**config.mk**
```make
export PLATFORM = sky130hd
export DESIGN_NAME = mem_wr_ctrl_flat
export DESIGN_NICKNAME = d
export VERILOG_FILES = /design/src/rtl/mem_wr_ctrl_pkg.sv /design/src/rtl/mem_wr_ctrl_if.sv /design/src/rtl/mem_wr_ctrl_onehot_dec.sv /design/src/rtl/mem_wr_ctrl.sv /design/src/flat_wrapper.sv
export SDC_FILE = /design/constraint.sdc
export NUM_CORES = 1
export LEC_CHECK = 0
export CORE_ASPECT_RATIO = 0.75
export CORE_MARGIN = 1
export CORE_UTILIZATION = 41
export CTS_CLUSTER_SIZE = 40
export DETAILED_ROUTE_END_ITERATION = 8
export GPL_TIMING_DRIVEN = 1
export HOLD_SLACK_MARGIN = 0.12
export PLACE_DENSITY_LB_ADDON = 0.08
export SLEW_MARGIN = 20
export SYNTH_ARGS = -nofsm -noshare
export SYNTH_HDL_FRONTEND = slang
export SYNTH_SLANG_ARGS = --single-unit
```
**constraint.sdc**
```tcl
create_clock -name clk -period 1.5 [get_ports clk]
set_input_delay 0.45 -clock clk [delete_from_list [all_inputs] [get_ports clk]]
set_output_delay 0.45 -clock clk [all_outputs]
set_load 0.005 [all_outputs]
```
**src/rtl/mem_wr_ctrl_pkg.sv**
```systemverilog
// Shared constants for the row write / bank clear controller.
// Holds the default geometry and the FSM state encoding.
package mem_wr_ctrl_pkg;

   localparam int M_DEF = 4;

   localparam logic [0:0] IDLE  = 1'b0;
   localparam logic [0:0] CLEAR = 1'b1;

endpackage

```
**src/rtl/mem_wr_ctrl_if.sv**
```systemverilog
// Write / clear request bundle plus the bank-facing d/en bus.
// slave: controller side; master: requester side (drives requests).
interface mem_wr_ctrl_if
   import mem_wr_ctrl_pkg::*;
#(
   parameter int M = M_DEF
);

   localparam int N = 2 ** M;

   logic         wr_valid;
   logic         wr_ready;
   logic [M-1:0] wr_addr;
   logic [N-1:0] wr_data;
   logic         clr_start;
   logic         busy;
   logic         clr_done;
   logic [N-1:0] d;
   logic [N-1:0] en;

   modport slave (
      input  wr_valid,
      input  wr_addr,
      input  wr_data,
      input  clr_start,
      output wr_ready,
      output busy,
      output clr_done,
      output d,
      output en
   );

   modport master (
      output wr_valid,
      output wr_addr,
      output wr_data,
      output clr_start,
      input  wr_ready,
      input  busy,
      input  clr_done,
      input  d,
      input  en
   );

endinterface

```
**src/rtl/mem_wr_ctrl_onehot_dec.sv**
```systemverilog
// M-bit index to 2**M one-hot decoder.
// Ports: idx (row index in), oh (one-hot row select out).
module onehot_dec
   import mem_wr_ctrl_pkg::*;
#(
   parameter int M = M_DEF
) (
   input  logic [M-1:0]    idx,
   output logic [2**M-1:0] oh
);

   always_comb begin
      oh      = '0;
      oh[idx] = 1'b1;
   end

endmodule

```
**src/rtl/mem_wr_ctrl.sv**
```systemverilog
// Row write / whole-bank clear controller driving a bank's d and en.
// Ports: clk, rst (sync, active high), bus (request side + d/en).
module mem_wr_ctrl
   import mem_wr_ctrl_pkg::*;
#(
   parameter int M = M_DEF
) (
   input logic           clk,
   input logic           rst,
   mem_wr_ctrl_if.slave  bus
);

   localparam int N = 2 ** M;

   logic [0:0]   state;
   logic [M-1:0] row;
   logic [N-1:0] en_q;
   logic [N-1:0] d_q;
   logic         done_q;
   logic [M-1:0] idx;
   logic [N-1:0] sel;
   logic         wr_fire;

   // Writes only happen in IDLE, so one decoder serves both paths.
   assign idx = (state == CLEAR) ? row : bus.wr_addr;

   onehot_dec #(.M(M)) u_dec (
      .idx (idx),
      .oh  (sel)
   );

   // Clear request wins over a simultaneous write.
   assign bus.wr_ready = (state == IDLE) && !bus.clr_start;
   assign wr_fire      = bus.wr_valid && bus.wr_ready;

   always_ff @(posedge clk) begin
      if (rst) begin
         state  <= IDLE;
         row    <= '0;
         en_q   <= '0;
         d_q    <= '0;
         done_q <= 1'b0;
      end else begin
         en_q   <= '0;
         done_q <= 1'b0;
         if (state == IDLE) begin
            if (bus.clr_start) begin
               state <= CLEAR;
               row   <= '0;
            end else if (wr_fire) begin
               en_q <= sel;
               d_q  <= bus.wr_data;
            end
         end else begin
            en_q <= sel;
            d_q  <= '0;
            if (row == '1) begin
               // Last row registered: leave without wrapping.
               state  <= IDLE;
               row    <= '0;
               done_q <= 1'b1;
            end else begin
               row <= row + 1'b1;
            end
         end
      end
   end

   assign bus.busy     = (state == CLEAR);
   assign bus.clr_done = done_q;
   assign bus.en       = en_q;
   assign bus.d        = d_q;

endmodule

```
**src/flat_wrapper.sv**
```systemverilog
// flat-port wrapper written by rule: the top's interface ports become plain ports
module mem_wr_ctrl_flat import mem_wr_ctrl_pkg::*;
#(
   parameter int M = M_DEF
)
  (clk, rst, bus_wr_valid, bus_wr_addr, bus_wr_data, bus_clr_start, bus_wr_ready, bus_busy, bus_clr_done, bus_d, bus_en);
  mem_wr_ctrl_if #(.M(M)) bus_i ();
  input logic clk;
  input logic rst;
  input wire logic [$bits(bus_i.wr_valid)-1:0] bus_wr_valid;
  input wire logic [$bits(bus_i.wr_addr)-1:0] bus_wr_addr;
  input wire logic [$bits(bus_i.wr_data)-1:0] bus_wr_data;
  input wire logic [$bits(bus_i.clr_start)-1:0] bus_clr_start;
  output wire logic [$bits(bus_i.wr_ready)-1:0] bus_wr_ready;
  output wire logic [$bits(bus_i.busy)-1:0] bus_busy;
  output wire logic [$bits(bus_i.clr_done)-1:0] bus_clr_done;
  output wire logic [$bits(bus_i.d)-1:0] bus_d;
  output wire logic [$bits(bus_i.en)-1:0] bus_en;
  assign bus_i.wr_valid = bus_wr_valid;
  assign bus_i.wr_addr = bus_wr_addr;
  assign bus_i.wr_data = bus_wr_data;
  assign bus_i.clr_start = bus_clr_start;
  assign bus_wr_ready = bus_i.wr_ready;
  assign bus_busy = bus_i.busy;
  assign bus_clr_done = bus_i.clr_done;
  assign bus_d = bus_i.d;
  assign bus_en = bus_i.en;
  mem_wr_ctrl #(.M(M)) u_core (.clk(clk), .rst(rst), .bus(bus_i));
endmodule
```
==> metrics.md <==
| Metric | Value |
|---|---|
| Status | `complete, no violations` |
| Seq cells post-synth | `38` |
| Hold WS | `0.455 ns` |
| Critical-path cell list | `dlygate4sd2_1, buf_4, or3b_4, buf_2, nand2_1, a21oi_1` |
| Clock Latency Late Sink | `0.28 ns` |
| Routed wire length | `3.53 mm` |
| Max-cap violation count | `0` |
| Placed Instances | `251` |
| Syn Area/Cell | `8.98 um2` |
| Worst-path clk slew | `0.07 ns` |
| Register area share after synthesis | `0.546` |
| Clk root buf | `clkbuf_8` |
| Initial Util | `0.452` |
| Antenna violations before repair | `0` |
| Routed via count | `1260` |
| Min-Delay Path Class | `reg2reg` |
| IO Port Bufs | `58` |
| DP Worst Slack | `-0.466 ns` |
| Clock sink count | `38` |
| Slew @ Worst Pin | `0.413 ns` |
| Tot Pwr | `1.92 mW` |
| GRT Total Usage | `0.205` |
| Hold Path Depth | `2` |
| Final Util | `0.679` |
| Largest net degree at the start of global routing | `23` |
| Crit path launch type | `input port` |
| # rows | `17` |
| First-pass GRT wire length | `5.72 mm` |
| Finish-stage setup viols | `0` |
| Clock tree from TritonCTS | `built` |
| Commonest cells post-synth | `38 x dfxtp_1, 35 x nand2_1, 21 x nor2_1` |
| Hold Vio Cnt, Final | `0` |
| Final setup margin | `0.0441 ns` |
| Dominant cells by area after synthesis | `dfxtp_1 55%, nand2_1 9.4%, a21oi_1 6.5%` |
| Async set-reset flop share out of synthesis | `0` |
| Cell variety after synth | `28` |
| RSZ-0062 raised after global routing | `false` |
| Final Cell Area | `2090 um2` |
| Non-Filler Instances | `260` |
| Chip Height | `52.5 um` |
| DRT Pass-1 Iters | `4` |
| CP max stage delay | `0.39 ns` |
| PD cells | `916 nW/um2` |
| Cts-stage hold buffer count | `0` |
| Fmax | `687 MHz` |
| Crit-path slowest cell | `or3b_4` |
| Synthesized cell area | `1390 um2` |
| # DRC | `0` |
| Diode count | `0` |
| Final ANT Viol Nets | `0` |
| Final period utilization | `0.971` |
| Tmin final | `1.46 ns` |
| I/O pins | `59` |
| H-tree Lvls | `2` |
| Overflow after GRT | `0` |
| Syn Nets | `180` |
| Drt wl/cell | `13.6 um` |
| Gpl congestion | `0.740` |
| Worst path arrival time | `1.61 ns` |
| Number of DRC markers in iteration 0 | `58` |
| Yosys top cell area share | `0.546` |
| Max Fanout on Critical Path | `8` |
| Final setup skew | `0.00292 ns` |
| Crit Path Class | `in2reg` |
| DP Area | `2020 um2` |
| YS warnings | `0` |
| CP required | `1.65 ns` |
| Post-synth EDFFs | `0` |
| # fillers | `256` |
| Cells on worst reg2reg path | `5` |
| Worst ir drop on vdd | `0.746 mV` |
| Mapped Cells | `155` |
| Hpwl dp | `2.47 mm` |
| Core Box Area | `3080 um2` |
| Count leader, synth | `dfxtp_1` |
| Fraction of layout cells with a size suffix above 1 | `0.126` |
| Main synth FF type | `dfxtp_1` |
| Full die area | `3640 um2` |
| Fin nets | `247` |
| Total CTS buffers | `5` |
| Leakage | `0.965 nW` |
| Setup TNS | `0 ns` |
| Rel. slew slack | `0.725` |
| Via density | `4.85` |
| Vias in the first global route | `1258` |
| Chip Width | `69.3 um` |
| Clock Path Buffers | `2` |
| Area grow syn2layout | `50.3%` |
| Slew Viols, Final | `0` |
| Area leader, netlist | `dfxtp_1` |
| Worst Setup End Kind | `register` |
==> critical path: cells and delay by family <==
kind                   cells  cell delay, ns
buffers and inverters      3            0.62
and+or+nand+nor            2            0.48
AOI/OAI and AO/OA          1            0.06
==> worst paths after layout <==
kind                                  startpoint          endpoint  slack (ns)
worst max-delay path               bus_clr_start  u_core.bus.d[12]        0.04
worst min-delay path            u_core.bus.d[11]  u_core.bus.d[11]        0.46
worst max register to register   u_core.bus.busy  u_core.bus.d[12]        0.05
worst min register to register  u_core.bus.d[11]  u_core.bus.d[11]        0.46
==> cells by family after synthesis <==
group           Yosys count  share of synthesized area
compound gates           31                      0.137
mux                       3                     0.0225
flops                    38                      0.546
fa+ha+maj                 1                    0.00898
simple gates             72                      0.238
buf+inv                  10                     0.0476
==> cell usage in the layout (no fill, tap or decap), drive strengths merged <==
cell	count
nand2	35
mux2	1
mux2i	2
ha	1
nand3	1
clkdlybuf4s50	20
nor3b	2
and2	1
a211oi	1
a22oi	3
buf	10
inv	3
dlymetal6s2s	2
or3b	1
o211ai	5
nor4b	1
clkinv	2
dlygate4sd2	35
a21oi	18
nor4bb	1
a32oi	2
and3	2
dfxtp	38
o21ai	2
nor2	21
nor2b	6
or2	1
clkbuf	5
==> metal layers <==
metal	track usage	vias up	wire [um]
li1	-	651	-
met1	0.251	560	1650
met2	0.351	47	1660
met3	0.0692	2	205
met4	0.0510	0	14
met5	0	-	0
==> power breakdown <==
| group | leakage, nW | switching [mW] | internal [mW] |
|---|---|---|---|
| sequential | 0.309 | 0.0122 | 1.03 |
| combinational | 0.612 | 0.110 | 0.125 |
| clock | 0.0438 | 0.327 | 0.312 |
==> sequential cells by signal (all words and copies together) (netlist names) <==
name	cells
u_core.bus.clr_done	1
u_core.bus.busy	1
u_core.bus.d	16
u_core.row	4
u_core.bus.en	16
==> cell type report <==
type | count | area [um2] | area share
flip-flops and latches | 38 | 764 | 0.365
clock inverters | 2 | 10.0 | 0.00478
well taps | 38 | 47.5 | 0.0227
clock buffers | 5 | 68.8 | 0.0329
inverters | 3 | 11.3 | 0.00538
repair buffers | 67 | 606 | 0.289
multi-input cells | 107 | 586 | 0.280
==> timing repair <==
| item | in CTS | in global routing |
|---|---|---|
| setup buffers | 1 | 0 |
| resized for setup | 43 | 6 |
| pin swaps | 1 | 4 |
| cloned | 0 | 1 |
| setup endpoints to repair | 62 | 18 |
Power figures use the tool's default switching activity.
==> RTL change, RTL diff (same flow settings) <==
`M_DEF`: 4 -> 5.
--- a/src/rtl/mem_wr_ctrl_pkg.sv
+++ b/src/rtl/mem_wr_ctrl_pkg.sv
@@ -2,7 +2,7 @@
 // Holds the default geometry and the FSM state encoding.
 package mem_wr_ctrl_pkg;
 
-   localparam int M_DEF = 4;
+   localparam int M_DEF = 5;
 
    localparam logic [0:0] IDLE  = 1'b0;
    localparam logic [0:0] CLEAR = 1'b1;
Interface: changed (resized bus_d, bus_en, bus_wr_addr and bus_wr_data); port bits go from 59 to 108. The function was not compared with the original's and may differ.
==> RTL change against the original RTL <==
  * Register-to-register slack got worse by 0.17 ns
  * Synthesized area rose by 79%
  * Routed wire length rose by 80%
  * Design area rose by 91%
  * Count of clock-buffer cells in the layout rose by 5
  * The run now ends with negative setup slack left
  * Combinational power rose by 77%
  * Sequential cell count rose by 33
  * Clock skew rose by 0.0040 ns
  * Utilization rose by 0.90 points
  * Cell count rose by 88%
  * Power rose by 94%
  * Setup slack got worse by 0.17 ns
==> RTL change: results (changes against the original RTL) <==
Avg Vias per Cell=4.82 (was 4.85); clock latency on the worst-skew pair=0.34 ns (was 0.28 ns); Net Count, Synth=318 (was 180); DR WL/cell=13.0 um (was 13.6 um); violated checks=negative setup slack; Worst slew margin=67.9% (was 72.5%); placed cells=469 (was 251); post-layout util=68.8% (was 67.9%); worst setup slack after layout=-0.124 ns (was 0.0441 ns); Netlist cell types=37 (was 28); pre-CTS WS=-0.477 ns (was -0.466 ns); Final GP Congestion=0.752 (was 0.740); vias=2352 (was 1260); DP HPWL=4400 um (was 2470 um); status=complete, but fails checks (was finished clean); layout cells sized above 1=18.0% (was 12.6%); top-area cell type share of the netlist area=57.1% (was 54.6%); clk_skew=0.00689 ns (was 0.00292 ns); DRT iter0 DRCs=70 (was 58); total track usage=20.9% (was 20.5%); Fillers=503 (was 256); Mapped Avg Cell Area=9.05 um2 (was 8.98 um2); peak supply drop=0.000649 V (was 0.000746 V); largest net degree at the start of global routing=33 (was 23); Yosys warnings=0 (unchanged); crit path max fanout=2 (was 8); setup violators final=1 (was 0); Arr. time, crit path=1.89 ns (was 1.61 ns); register area share after synthesis=57.1% (was 54.6%)
## RTL change: cells by family after synthesis
family          Yosys count  synth area share (%)
buf+inv                  18                  3.97
compound gates           51                  11.9
simple gates            129                  23.9
fa+ha+maj                 2                  1.00
flops                    71                  57.1
mux                       4                  2.21
## RTL change: worst max-delay path: stages (launching register included)
cell and delay, ns:
dfxtp_2 0.34, ha_4 0.16, and3_4 0.15, ha_4 0.15, and2b_1 0.20, or3b_4 0.40
a31oi_4 0.16
## RTL change: worst paths after layout
| kind | startpoint | slack, ns | cells after the start | to |
|---|---|---|---|---|
| worst max register to register | u_core.row[0] | -0.12 | 6 | u_core.row[3] |
| worst min-delay path | u_core.bus.d[27] | 0.45 | 2 | u_core.bus.d[27] |
| worst max-delay path | u_core.row[0] | -0.12 | 6 | u_core.row[3] |
| worst min register to register | u_core.bus.d[27] | 0.45 | 2 | u_core.bus.d[27] |
## RTL change: repair_timing
action                                  CTS  global route
hold buffers                              0             0
endpoints found under the hold margin     0             0
endpoints found under the setup margin  129            25
pin swaps                                 5             3
resized for setup                        87             7
buffers inserted                          2             1
## RTL change: final cells by class
cell class                      instances  share of cell area (%)
Sequential cell                        71                    35.9
Timing Repair Buffer                  136                    31.2
Multi-Input combinational cell        186                    25.9
Clock buffer                           10                    3.44
Tap cell                               78                    2.44
Clock inverter                          6                    1.12
Inverter                                1                  0.0937
## RTL change: power by group
part | switching, uW | total, uW | internal [uW]
clock network | 723 | 1370 | 649
logic | 185 | 415 | 230
registers | 15.7 | 1940 | 1920
## RTL change: layer usage
metal | GRT usage (%) | up-vias | wire length [um]
li1 | - | 1172 | -
met1 | 25.5 | 1089 | 2830
met2 | 33.7 | 81 | 3000
met3 | 7.35 | 10 | 441
met4 | 8.85 | 0 | 94
met5 | 0 | - | 0
